[config.mk]
export PLATFORM = sky130hd
export DESIGN_NAME = mem_access_unit_flat
export DESIGN_NICKNAME = d
export VERILOG_FILES = /design/src/rtl/mem_access_unit_pkg.sv /design/src/rtl/mem_access_unit_if.sv /design/src/rtl/mem_access_unit_mem_align.sv /design/src/rtl/mem_access_unit.sv /design/src/flat_wrapper.sv
export SDC_FILE = /design/constraint.sdc
export NUM_CORES = 1
export LEC_CHECK = 0
export ABC_AREA = 0
export ABC_CLOCK_PERIOD_IN_PS = 3130
export BUFFER_PORTS_ARGS = -buffer_cell sky130_fd_sc_hd__buf_2
export CORE_MARGIN = 2
export CORE_UTILIZATION = 53
export DETAILED_ROUTE_END_ITERATION = 7
export GPL_ROUTABILITY_DRIVEN = 0
export HOLD_SLACK_MARGIN = 0.1
export PLACE_DENSITY = 0.85
export SLEW_MARGIN = 25
export SYNTH_ARGS = -nofsm -noshare
export SYNTH_HDL_FRONTEND = slang
export SYNTH_SLANG_ARGS = --single-unit
[constraint.sdc]
create_clock -name clk -period 3.13 [get_ports clk]
set_input_delay 0.313 -clock clk [delete_from_list [all_inputs] [get_ports clk]]
set_output_delay 0.313 -clock clk [all_outputs]
set_load 0.05 [all_outputs]
[src/rtl/mem_access_unit_pkg.sv]
// mem_access_unit_pkg
// Shared types for the data-memory access unit: FSM state encoding, the RV32I
// load/store funct3 encodings, the byte-write mask type, and a helper that
// decides whether a MEM-stage request can legally reach the bus.
package mem_access_unit_pkg;

  typedef enum logic [1:0] {
    IDLE = 2'd0,
    BUSY = 2'd1,
    DONE = 2'd2
  } mau_state_t;

  typedef enum logic [2:0] {
    LB  = 3'b000,
    LH  = 3'b001,
    LW  = 3'b010,
    LBU = 3'b100,
    LHU = 3'b101
  } load_funct3_t;

  typedef enum logic [2:0] {
    SB = 3'b000,
    SH = 3'b001,
    SW = 3'b010
  } store_funct3_t;

  typedef logic [3:0] rv32i_mem_wmask;

  // A request is rejected without touching the bus when it asks for both a
  // read and a write, names a funct3 with no load/store meaning, or is not
  // naturally aligned for its access size.
  function automatic logic req_illegal(
    input logic       rd,
    input logic       wr,
    input logic [2:0] f3,
    input logic [1:0] off
  );
    logic bad;
    bad = 1'b0;
    if (rd && wr) begin
      bad = 1'b1;
    end else if (rd) begin
      case (f3)
        LB, LBU: bad = 1'b0;
        LH, LHU: bad = off[0];
        LW:      bad = (off != 2'b00);
        default: bad = 1'b1;
      endcase
    end else begin
      case (f3)
        SB:      bad = 1'b0;
        SH:      bad = off[0];
        SW:      bad = (off != 2'b00);
        default: bad = 1'b1;
      endcase
    end
    return bad;
  endfunction

endpackage

[src/rtl/mem_access_unit_if.sv]
// mem_access_unit_if
// Data-memory bus between the access unit and the cache/memory port.
//   mem_read / mem_write     : bus strobes, held until mem_resp
//   mem_address              : word-aligned byte address
//   mem_wdata                : lane-aligned store data
//   mem_byte_enable          : per-byte write mask
//   mem_resp                 : completion from memory
//   mem_rdata                : read data from memory
// master = access unit side, slave = memory side.
interface mem_access_unit_if;
  import mem_access_unit_pkg::*;

  logic           mem_read;
  logic           mem_write;
  logic [31:0]    mem_address;
  logic [31:0]    mem_wdata;
  rv32i_mem_wmask mem_byte_enable;
  logic           mem_resp;
  logic [31:0]    mem_rdata;

  modport master (
    output mem_read,
    output mem_write,
    output mem_address,
    output mem_wdata,
    output mem_byte_enable,
    input  mem_resp,
    input  mem_rdata
  );

  modport slave (
    input  mem_read,
    input  mem_write,
    input  mem_address,
    input  mem_wdata,
    input  mem_byte_enable,
    output mem_resp,
    output mem_rdata
  );

endinterface

[src/rtl/mem_access_unit_mem_align.sv]
// mem_align
// Purely combinational byte-lane steering for the access unit.
//   stFunct3_i/stOff_i/stWdata_i : store request -> stWdata_o (replicated
//                                  across lanes) and stByteEnable_o
//   ldFunct3_i/ldOff_i/ldRdata_i : load request + bus word -> ldData_o
//                                  (selected bytes, sign/zero-extended)
// Unknown funct3 values produce zero outputs; the caller never uses them.
module mem_align
  import mem_access_unit_pkg::*;
(
  input  logic [2:0]     stFunct3_i,
  input  logic [1:0]     stOff_i,
  input  logic [31:0]    stWdata_i,
  output logic [31:0]    stWdata_o,
  output rv32i_mem_wmask stByteEnable_o,
  input  logic [2:0]     ldFunct3_i,
  input  logic [1:0]     ldOff_i,
  input  logic [31:0]    ldRdata_i,
  output logic [31:0]    ldData_o
);

  logic [31:0] ldShifted;
  logic [7:0]  ldByte;
  logic [15:0] ldHalf;

  // Stores replicate the low byte/half into every lane so the memory only
  // needs the byte enable to pick the right one.
  always_comb begin
    stWdata_o      = '0;
    stByteEnable_o = '0;
    case (stFunct3_i)
      SB: begin
        stByteEnable_o = 4'b0001 << stOff_i;
        stWdata_o      = {4{stWdata_i[7:0]}};
      end
      SH: begin
        stByteEnable_o = 4'b0011 << stOff_i;
        stWdata_o      = {2{stWdata_i[15:0]}};
      end
      SW: begin
        stByteEnable_o = 4'b1111;
        stWdata_o      = stWdata_i;
      end
      default: ;
    endcase
  end

  // Loads shift the addressed byte down to lane 0; halfwords only ever sit
  // in the lower or upper half, so the upper offset bit picks between them.
  always_comb begin
    ldShifted = ldRdata_i >> {ldOff_i, 3'b000};
    ldByte    = ldShifted[7:0];
    ldHalf    = ldOff_i[1] ? ldRdata_i[31:16] : ldRdata_i[15:0];
    ldData_o  = '0;
    case (ldFunct3_i)
      LB:      ldData_o = {{24{ldByte[7]}}, ldByte};
      LBU:     ldData_o = {24'h0, ldByte};
      LH:      ldData_o = {{16{ldHalf[15]}}, ldHalf};
      LHU:     ldData_o = {16'h0, ldHalf};
      LW:      ldData_o = ldRdata_i;
      default: ldData_o = '0;
    endcase
  end

endmodule

[src/rtl/mem_access_unit.sv]
// mem_access_unit
// Turns the MEM-stage load/store intent into a data-memory bus transaction
// and stalls the pipeline until it completes.
//   clk, rst                 : clock, synchronous active-high reset
//   req_valid/read/write     : MEM-stage control word
//   req_funct3/addr/wdata    : access width/sign, byte address, rs2 value
//   stall                    : hold the pipeline (combinational)
//   resp_valid               : one-cycle completion pulse
//   resp_rdata / resp_err    : extended load data / rejected-or-timed-out flag
//   bus                      : data-memory bus (master side)
// TIMEOUT_CYCLES bounds the wait for mem_resp; 0 waits forever.
module mem_access_unit
  import mem_access_unit_pkg::*;
#(
  parameter int unsigned TIMEOUT_CYCLES = 255
) (
  input  logic        clk,
  input  logic        rst,
  input  logic        req_valid,
  input  logic        req_read,
  input  logic        req_write,
  input  logic [2:0]  req_funct3,
  input  logic [31:0] req_addr,
  input  logic [31:0] req_wdata,
  output logic        stall,
  output logic        resp_valid,
  output logic [31:0] resp_rdata,
  output logic        resp_err,
  mem_access_unit_if.master bus
);

  localparam int CNT_W = (TIMEOUT_CYCLES > 0) ? $clog2(TIMEOUT_CYCLES + 1) : 1;
  localparam logic [CNT_W-1:0] TIMEOUT_LIMIT = CNT_W'(TIMEOUT_CYCLES);
  localparam bit TIMEOUT_EN = (TIMEOUT_CYCLES != 0);

  mau_state_t     state_q, state_d;
  logic [2:0]     funct3_q, funct3_d;
  logic [1:0]     off_q, off_d;
  logic           isRead_q, isRead_d;
  logic [CNT_W-1:0] timeoutCnt_q, timeoutCnt_d;
  logic           memRead_q, memRead_d;
  logic           memWrite_q, memWrite_d;
  logic [31:0]    memAddress_q, memAddress_d;
  logic [31:0]    memWdata_q, memWdata_d;
  rv32i_mem_wmask memByteEnable_q, memByteEnable_d;
  logic [31:0]    respRdata_q, respRdata_d;
  logic           respErr_q, respErr_d;

  logic           op;
  logic           illegal;
  logic [CNT_W-1:0] timeoutInc;
  logic [31:0]    alignWdata;
  rv32i_mem_wmask alignByteEnable;
  logic [31:0]    loadData;

  // Store steering works on the live request (it is registered on accept);
  // load extraction works on the captured request and the live bus word.
  mem_align uAlign (
    .stFunct3_i     (req_funct3),
    .stOff_i        (req_addr[1:0]),
    .stWdata_i      (req_wdata),
    .stWdata_o      (alignWdata),
    .stByteEnable_o (alignByteEnable),
    .ldFunct3_i     (funct3_q),
    .ldOff_i        (off_q),
    .ldRdata_i      (bus.mem_rdata),
    .ldData_o       (loadData)
  );

  assign op         = req_valid & (req_read | req_write);
  assign illegal    = req_illegal(req_read, req_write, req_funct3, req_addr[1:0]);
  assign timeoutInc = timeoutCnt_q + CNT_W'(1);

  // Stall is released in DONE so the pipeline advances on the same edge
  // that retires the access.
  assign stall      = op & (state_q != DONE);
  assign resp_valid = (state_q == DONE);
  assign resp_rdata = respRdata_q;
  assign resp_err   = respErr_q;

  assign bus.mem_read        = memRead_q;
  assign bus.mem_write       = memWrite_q;
  assign bus.mem_address     = memAddress_q;
  assign bus.mem_wdata       = memWdata_q;
  assign bus.mem_byte_enable = memByteEnable_q;

  // Next-state logic: accept and classify in IDLE, hold the bus in BUSY
  // until memory answers or the watchdog expires, then pulse DONE once.
  always_comb begin
    state_d         = state_q;
    funct3_d        = funct3_q;
    off_d           = off_q;
    isRead_d        = isRead_q;
    timeoutCnt_d    = timeoutCnt_q;
    memRead_d       = memRead_q;
    memWrite_d      = memWrite_q;
    memAddress_d    = memAddress_q;
    memWdata_d      = memWdata_q;
    memByteEnable_d = memByteEnable_q;
    respRdata_d     = respRdata_q;
    respErr_d       = respErr_q;

    case (state_q)
      IDLE: begin
        if (op) begin
          funct3_d     = req_funct3;
          off_d        = req_addr[1:0];
          isRead_d     = req_read;
          timeoutCnt_d = '0;
          respRdata_d  = '0;
          if (illegal) begin
            respErr_d = 1'b1;
            state_d   = DONE;
          end else begin
            respErr_d    = 1'b0;
            state_d      = BUSY;
            memRead_d    = req_read;
            memWrite_d   = req_write;
            memAddress_d = {req_addr[31:2], 2'b00};
            if (req_read) begin
              memWdata_d      = '0;
              memByteEnable_d = 4'b1111;
            end else begin
              memWdata_d      = alignWdata;
              memByteEnable_d = alignByteEnable;
            end
          end
        end
      end
      BUSY: begin
        if (bus.mem_resp) begin
          memRead_d   = 1'b0;
          memWrite_d  = 1'b0;
          respRdata_d = isRead_q ? loadData : '0;
          state_d     = DONE;
        end else begin
          timeoutCnt_d = timeoutInc;
          if (TIMEOUT_EN && (timeoutInc == TIMEOUT_LIMIT)) begin
            memRead_d   = 1'b0;
            memWrite_d  = 1'b0;
            respErr_d   = 1'b1;
            respRdata_d = '0;
            state_d     = DONE;
          end
        end
      end
      DONE: begin
        state_d = IDLE;
      end
      default: begin
        state_d = IDLE;
      end
    endcase
  end

  // State and capture registers; reset drops the strobes immediately so a
  // late mem_resp lands in IDLE and is ignored.
  always_ff @(posedge clk) begin
    if (rst) begin
      state_q         <= IDLE;
      funct3_q        <= '0;
      off_q           <= '0;
      isRead_q        <= 1'b0;
      timeoutCnt_q    <= '0;
      memRead_q       <= 1'b0;
      memWrite_q      <= 1'b0;
      memAddress_q    <= '0;
      memWdata_q      <= '0;
      memByteEnable_q <= '0;
      respRdata_q     <= '0;
      respErr_q       <= 1'b0;
    end else begin
      state_q         <= state_d;
      funct3_q        <= funct3_d;
      off_q           <= off_d;
      isRead_q        <= isRead_d;
      timeoutCnt_q    <= timeoutCnt_d;
      memRead_q       <= memRead_d;
      memWrite_q      <= memWrite_d;
      memAddress_q    <= memAddress_d;
      memWdata_q      <= memWdata_d;
      memByteEnable_q <= memByteEnable_d;
      respRdata_q     <= respRdata_d;
      respErr_q       <= respErr_d;
    end
  end

endmodule

[src/flat_wrapper.sv]
// flat-port wrapper written by rule: the top's interface ports become plain ports
module mem_access_unit_flat import mem_access_unit_pkg::*;
#(
  parameter int unsigned TIMEOUT_CYCLES = 255
)
  (clk, rst, req_valid, req_read, req_write, req_funct3, req_addr, req_wdata, stall, resp_valid, resp_rdata, resp_err, bus_mem_read, bus_mem_write, bus_mem_address, bus_mem_wdata, bus_mem_byte_enable, bus_mem_resp, bus_mem_rdata);
  mem_access_unit_if bus_i ();
  input  logic clk;
  input  logic rst;
  input  logic req_valid;
  input  logic req_read;
  input  logic req_write;
  input  logic [2:0] req_funct3;
  input  logic [31:0] req_addr;
  input  logic [31:0] req_wdata;
  output logic stall;
  output logic resp_valid;
  output logic [31:0] resp_rdata;
  output logic resp_err;
  output wire logic [$bits(bus_i.mem_read)-1:0] bus_mem_read;
  output wire logic [$bits(bus_i.mem_write)-1:0] bus_mem_write;
  output wire logic [$bits(bus_i.mem_address)-1:0] bus_mem_address;
  output wire logic [$bits(bus_i.mem_wdata)-1:0] bus_mem_wdata;
  output wire logic [$bits(bus_i.mem_byte_enable)-1:0] bus_mem_byte_enable;
  input wire logic [$bits(bus_i.mem_resp)-1:0] bus_mem_resp;
  input wire logic [$bits(bus_i.mem_rdata)-1:0] bus_mem_rdata;
  assign bus_mem_read = bus_i.mem_read;
  assign bus_mem_write = bus_i.mem_write;
  assign bus_mem_address = bus_i.mem_address;
  assign bus_mem_wdata = bus_i.mem_wdata;
  assign bus_mem_byte_enable = bus_i.mem_byte_enable;
  assign bus_i.mem_resp = bus_mem_resp;
  assign bus_i.mem_rdata = bus_mem_rdata;
  mem_access_unit #(.TIMEOUT_CYCLES(TIMEOUT_CYCLES)) u_core (.clk(clk), .rst(rst), .req_valid(req_valid), .req_read(req_read), .req_write(req_write), .req_funct3(req_funct3), .req_addr(req_addr), .req_wdata(req_wdata), .stall(stall), .resp_valid(resp_valid), .resp_rdata(resp_rdata), .resp_err(resp_err), .bus(bus_i));
endmodule
Yosys cells after proc, flatten, opt, wreduce, memory -nomap -nowiden
Index checks and enable logic that the tools add are counted.
{"block": "totals", "out_inout_bits": 105, "elab_cells": 88, "register_bits": 117}
{"block": "op_classes", "addsub": 1, "n_reduce_logical": 15, "bitwise": 4, "mux": 36, "shifts": 3, "n_eq_ne": 17}
{"cell": "two-way mux 32 bit", "n": 5}
{"cell": "case mux 32 bit (5 select lines)", "n": 1}
{"cell": "case mux 32 bit (3 select lines)", "n": 1}
{"cell": "case mux 32 bit (2 select lines)", "n": 1}
{"cell": ">> shifter 32 x 5 -> 8 bit", "n": 1}
{"cell": "two-way mux 16 bit", "n": 1}
{"cell": "two-way mux 8 bit", "n": 2}
{"cell": "case mux 8 bit (2 select lines)", "n": 1}
{"cell": "equality test 3 bit (second input constant)", "n": 4}
{"cell": "two-way mux 1 bit", "n": 12}
{"cell": "case mux 4 bit (3 select lines)", "n": 1}
{"cell": "AND reduction 3 bit", "n": 3}
{"cell": "adder 8 x 1 -> 8 bit (second input constant)", "n": 1}
{"cell": "equality test 8 bit (second input constant)", "n": 1}
{"cell": "two-way mux 2 bit", "n": 4}
{"cell": "AND reduction 4 bit", "n": 2}
{"cell": "equality test 3 x 1 -> 1 bit (second input constant)", "n": 2}
{"cell": "equality test 3 x 2 -> 1 bit (second input constant)", "n": 2}
{"cell": "zero test 3 bit", "n": 2}
{"cell": "!= test 2 bit (second input constant)", "n": 3}
{"cell": "case mux 1 bit (2 select lines)", "n": 3}
{"cell": "case mux 1 bit (3 select lines)", "n": 2}
{"cell": "two-way mux 4 bit", "n": 1}
{"cell": "!= test 2 x 1 -> 1 bit (second input constant)", "n": 2}
{"cell": "14 further kinds", "n": 18}

Depth between registers and ports, before layout
{"block": "depth", "depth_word": 8, "ltp_mapped": 9, "depth_no_buf": 6}

By module
Synthesis repeated with hierarchy kept, for this count alone.
{"block": "unflattened", "cells_unflattened": 715, "area_unflattened_um2": 5881.9}
{"module": "mem_access_unit", "seq_area_each_um2": 2342.2, "instances": 1, "area_each_um2": 4384.2, "cells_per_inst": 487}
{"module": "mem_align", "seq_area_each_um2": 0.0, "instances": 1, "area_each_um2": 1497.7, "cells_per_inst": 228}

Least setup slack after synthesis
OpenSTA, ideal clock, no wires.
{"block": "synth_path", "path_type": "reg-to-output", "from": "register u_core.state_q[1]", "to": "output stall", "arrival_time_ns": 1.829, "path_stages_with_launch": 4, "setup_slack_ns": 0.988, "cell_sequence": "dfxtp_1 -> clkbuf_1 -> nor2b_1 -> nor2_1"}
{"block": "synth_via", "elab_chain_len": 2}
{"item": "from (decl)", "line_no": "mem_access_unit.sv:36", "text": "mau_state_t state_q, state_d;"}
{"item": "from (signal assigned)", "line_no": "mem_access_unit.sv:173", "text": "state_q <= state_d;"}
{"item": "!= test 2 bit", "line_no": "mem_access_unit.sv:76", "text": "assign stall = op & (state_q != DONE);"}
{"item": "AND 1 bit", "line_no": "mem_access_unit.sv:76"}
{"item": "to (decl)", "line_no": "flat_wrapper.sv:16", "text": "output logic stall;"}
Every way passes these cells.

Worst setup path after layout
{"block": "layout_path", "from": "input req_addr[1]", "to": "register u_core.memAddress_q[14] (netlist: u_core.bus.mem_address[14])"}
{"block": "layout_via", "elab_chain_len": 6, "word_cells_on_any_way": 7, "classes_between": "4 x mux; 1 x bitwise; 2 x reduce/logical"}
{"item": "from (decl)", "line_no": "flat_wrapper.sv:14", "text": "input logic [31:0] req_addr;"}
{"item": "nonzero test 2 bit (*)", "line_no": "mem_access_unit_pkg.sv:46, mem_access_unit_pkg.sv:53"}
{"item": "case mux 1 bit (3 select lines) (on tied branches)", "line_no": "mem_access_unit_pkg.sv:50, mem_access_unit_pkg.sv:43"}
{"item": "two-way mux 1 bit (*)", "line_no": "mem_access_unit_pkg.sv:42", "text": "end else if (rd) begin"}
{"item": "two-way mux 1 bit (*)", "line_no": "mem_access_unit_pkg.sv:40", "text": "if (rd && wr) begin"}
{"item": "NOT 1 bit (no line) (*)"}
{"item": "AND reduction 3 bit (no line) (*)"}
{"item": "to (signal assigned)", "line_no": "mem_access_unit.sv:180", "text": "memAddress_q <= memAddress_d;"}
{"item": "to (decl)", "line_no": "mem_access_unit.sv:43", "text": "logic [31:0] memAddress_q, memAddress_d;"}
Every way passes the cells marked *; elsewhere a longest branch is shown, timed or not.
A chain may end at the register's enable or synchronous reset.

==> impl_metrics.toml <==
[sta]
max_slew.worst_pin.slew_ns = 0.808
hold_viol_final = 0
rsz0062_at_grt = "false"
finalClockSkew_ns = 0.00903
setup_ws_ns = 0.698
finalSetupViolCount = 0
period_minus_slack_ns = 2.43
tns_ns = 0
min_period_over_period_pct = 77.7
slew_headroom_pct = 45.7
fmax_mhz = 411
final_max_slew_viol_count = 0

[route]
wirelength_um = 17700
drt_first_pass_iters = 6
drt_iter0_drc = 437
drcViolationCount = 0
via_count = 5902
vias_per_cell = 5.84
ant_nets = 0
routedWlPerCell_um = 17.5

[placed_design]
io_buffer_count = 207
dp_hpwl_um = 11100
post-place-ws_ns = 0.522

[pwr]
comb_power_share_pct = 16.3
switchingPower_mw = 1.13
intPower_mw = 2.79
p_seq_share_pct = 39.8
clockPowerShare_pct = 44.0
powerDensity_nw_per_um2 = 540
finalPower_mw = 3.92
power.leakage_nw = 3.05
swShare_pct = 28.8
ir_drop_v = 0.000391

[worst_setup_path]
cp.arrival_ns = 2.85
crit_path_end_kind = "register"
crit_start = "req_addr[1]"
critPathLaunchType = "input pin"
cp_data_required_time_ns = 3.55
crit_type = "in -> reg"
r2r_start = "u_core.state_q[1]$_SDFFE_PP0P_"
crit_fanout = 44

[logic_synthesis]
ys.warnings.count = 0
synth_top_area_share_pct = 44.1
synth_ff_type = "dfxtp_1"
synth_top_family_by_area = "compound AO/OA/AOI/OAI gates"
synth.avg_cell_area_um2 = 8.28
synth_compound_area_share_pct = 26.8
ys_types = 55
synthAdderAreaFrac_pct = 0.471
synth-xor-area-share_pct = 0.330
synth.area.top_cells = "dfxtp_1, a21oi_1, nand2_1"
async_flop_share_pct = 0
syn_area_um2 = 5310
synth_mux_area_share_pct = 2.31
yosysSeqAreaShare_pct = 44.1
synth_edf_count = 0
yosys.area_share.simple_pct = 20.1
synth-seq-cells = 117
yosysTopAreaCell = "dfxtp_1"
postSynthCellCount = 642

[floorplan]
die_height_um = 104
core_area_um2 = 9770
fp-row-count = 36
num_io_pins = 210
dieArea_um2 = 10800
initial_core_util_pct = 54.4
die_w_um = 104

[global_route]
grt_pass1_vias = 5654
grt_pass1_wl_um = 27800
antenna_found_initial = 0
grt_max_degree = 58
grt_util_all_layers_pct = 31.9
grt-ovfl-total = 0

[layout]
layout_common_cells = "buf_2, a21oi_1, nand2_1, dfxtp_1, dlygate4sd3_1"
area_delta_synth_final_pct = 36.9
layout.nets = 972
layout_commonest_cell = "buf_2"
final_core_util_pct = 74.4
drive_above_1_share_pct = 30.1
diodes = 0

[clock_network]
clkSinkCount = 117
cts_max_level = 4
cts_root_buf = "clkbuf_8"
clk-insertion-delay-late_ns = 0.51
numCtsBuffers = 17
clkTransAtPathRegs_ns = 0.06
cts_tree = "done"
ctsLongestPathBuffers = 2
cts_setup_buffers = 0

[hold_path]
min_path_type = "in -> reg"
worstHoldStart = "bus_mem_rdata[23]"

[job]
maxCapViolations = 0

[status]
status = "finished, final reports clean"
-- registers in the layout, summed over array words and instances, names as in the netlist --
signal and flops:
u_core.bus.mem_wdata 32, u_core.resp_rdata 32, u_core.bus.mem_address 30, u_core.timeoutCnt_q 8, u_core.bus.mem_byte_enable 4, u_core.funct3_q 3, u_core.off_q 2, u_core.state_q 2
u_core.bus.mem_read 1, u_core.bus.mem_write 1, u_core.isRead_q 1, u_core.resp_err 1
-- worst max-delay path, cell delays in order --
cell	delay, ns
dlygate4sd3_1	0.53
buf_2	0.15
o21ai_0	0.16
a211o_1	0.27
and3_2	0.75
buf_4	0.37
nand2_1	0.10
a21oi_1	0.18
-- timing repair --
action / CTS / global route
gates resized for setup: 0 / 0
endpoints found under the hold margin: 44 / 0
hold buffers: 44 / 0
-- power by group through the flow --
stage          registers, mW  clock network (mW)  logic [mW]
2_1_floorplan           1.68                   0       0.320
3_3_place_gp            1.59                   0       0.559
3_5_place_dp            1.59                   0       0.575
4_1_cts                 1.56                1.75       0.620
5_1_grt                 1.56                1.82       0.684
6_report                1.56                1.72       0.638
-- final cells by class --
| class | instances | area, um2 |
|---|---|---|
| Fill cell | 696 | 2500 |
| Sequential cell | 117 | 2340 |
| Inverter | 4 | 15.0 |
| Multi-Input combinational cell | 466 | 2670 |
| Tap cell | 133 | 166 |
| Clock buffer | 18 | 418 |
| Clock inverter | 13 | 111 |
| Timing Repair Buffer | 259 | 1550 |
-- through the flow --
step | cells | cell area, um2 | hold slack (ns)
6_report | 1010 | 7270 | 0.125
5_1_grt | 1010 | 7270 | 0.115
4_1_cts | 1010 | 7270 | 0.101
3_5_place_dp | 935 | 6300 | 0.442
3_3_place_gp | 935 | 6300 | 0.435
2_1_floorplan | 643 | 5320 | 0.422
-- worst paths after layout --
kind,cells past startpoint,to,slack (ns)
hold / removal,3,u_core.resp_rdata[23]$_SDFFE_PP0P_,0.12
setup reg to reg,6,u_core.bus.mem_address[14]$_SDFFE_PP0P_,0.84
hold reg to reg,2,u_core.bus.mem_wdata[17]$_SDFFE_PP0P_,0.45
setup / recovery,8,u_core.bus.mem_address[14]$_SDFFE_PP0P_,0.70
-- Yosys cell counts (3+ instances only) --
cell type,instances
buf_1,5
a211oi_1,3
dfxtp_1,117
nand2b_1,4
a21oi_1,121
nand3_1,29
a222oi_1,7
a221oi_1,8
clkbuf_1,27
and3_1,3
inv_1,4
buf_2,12
o2bb2ai_1,34
nor3_1,5
or3_1,11
buf_6,7
mux2_2,8
a311oi_1,7
o21ai_0,24
nand2_1,120
nor2_1,24
nor2b_1,21
buf_4,3
-- layer usage --
metal	share of wire [%]	up-vias	GRT usage [%]
met1	37	2716	36.2
met3	9.4	62	9.27
met2	49	386	54.5
met5	0	-	0
li1	-	2738	-
met4	3.7	0	16.6
-- cell families (layout without fill, tap and decap cells) --
kind of cell               after synthesis  in the layout
DFF                                    117            117
xor gates and xnor gates                 2              2
adders and majority gates                2              2
AOI/OAI and AO/OA                      220            220
buffers and inverters                   60            294
muxes                                   10             10
other                                    1              2
and+or+nand+nor                        230            230
Note: power is estimated with default switching activity, not from simulation.
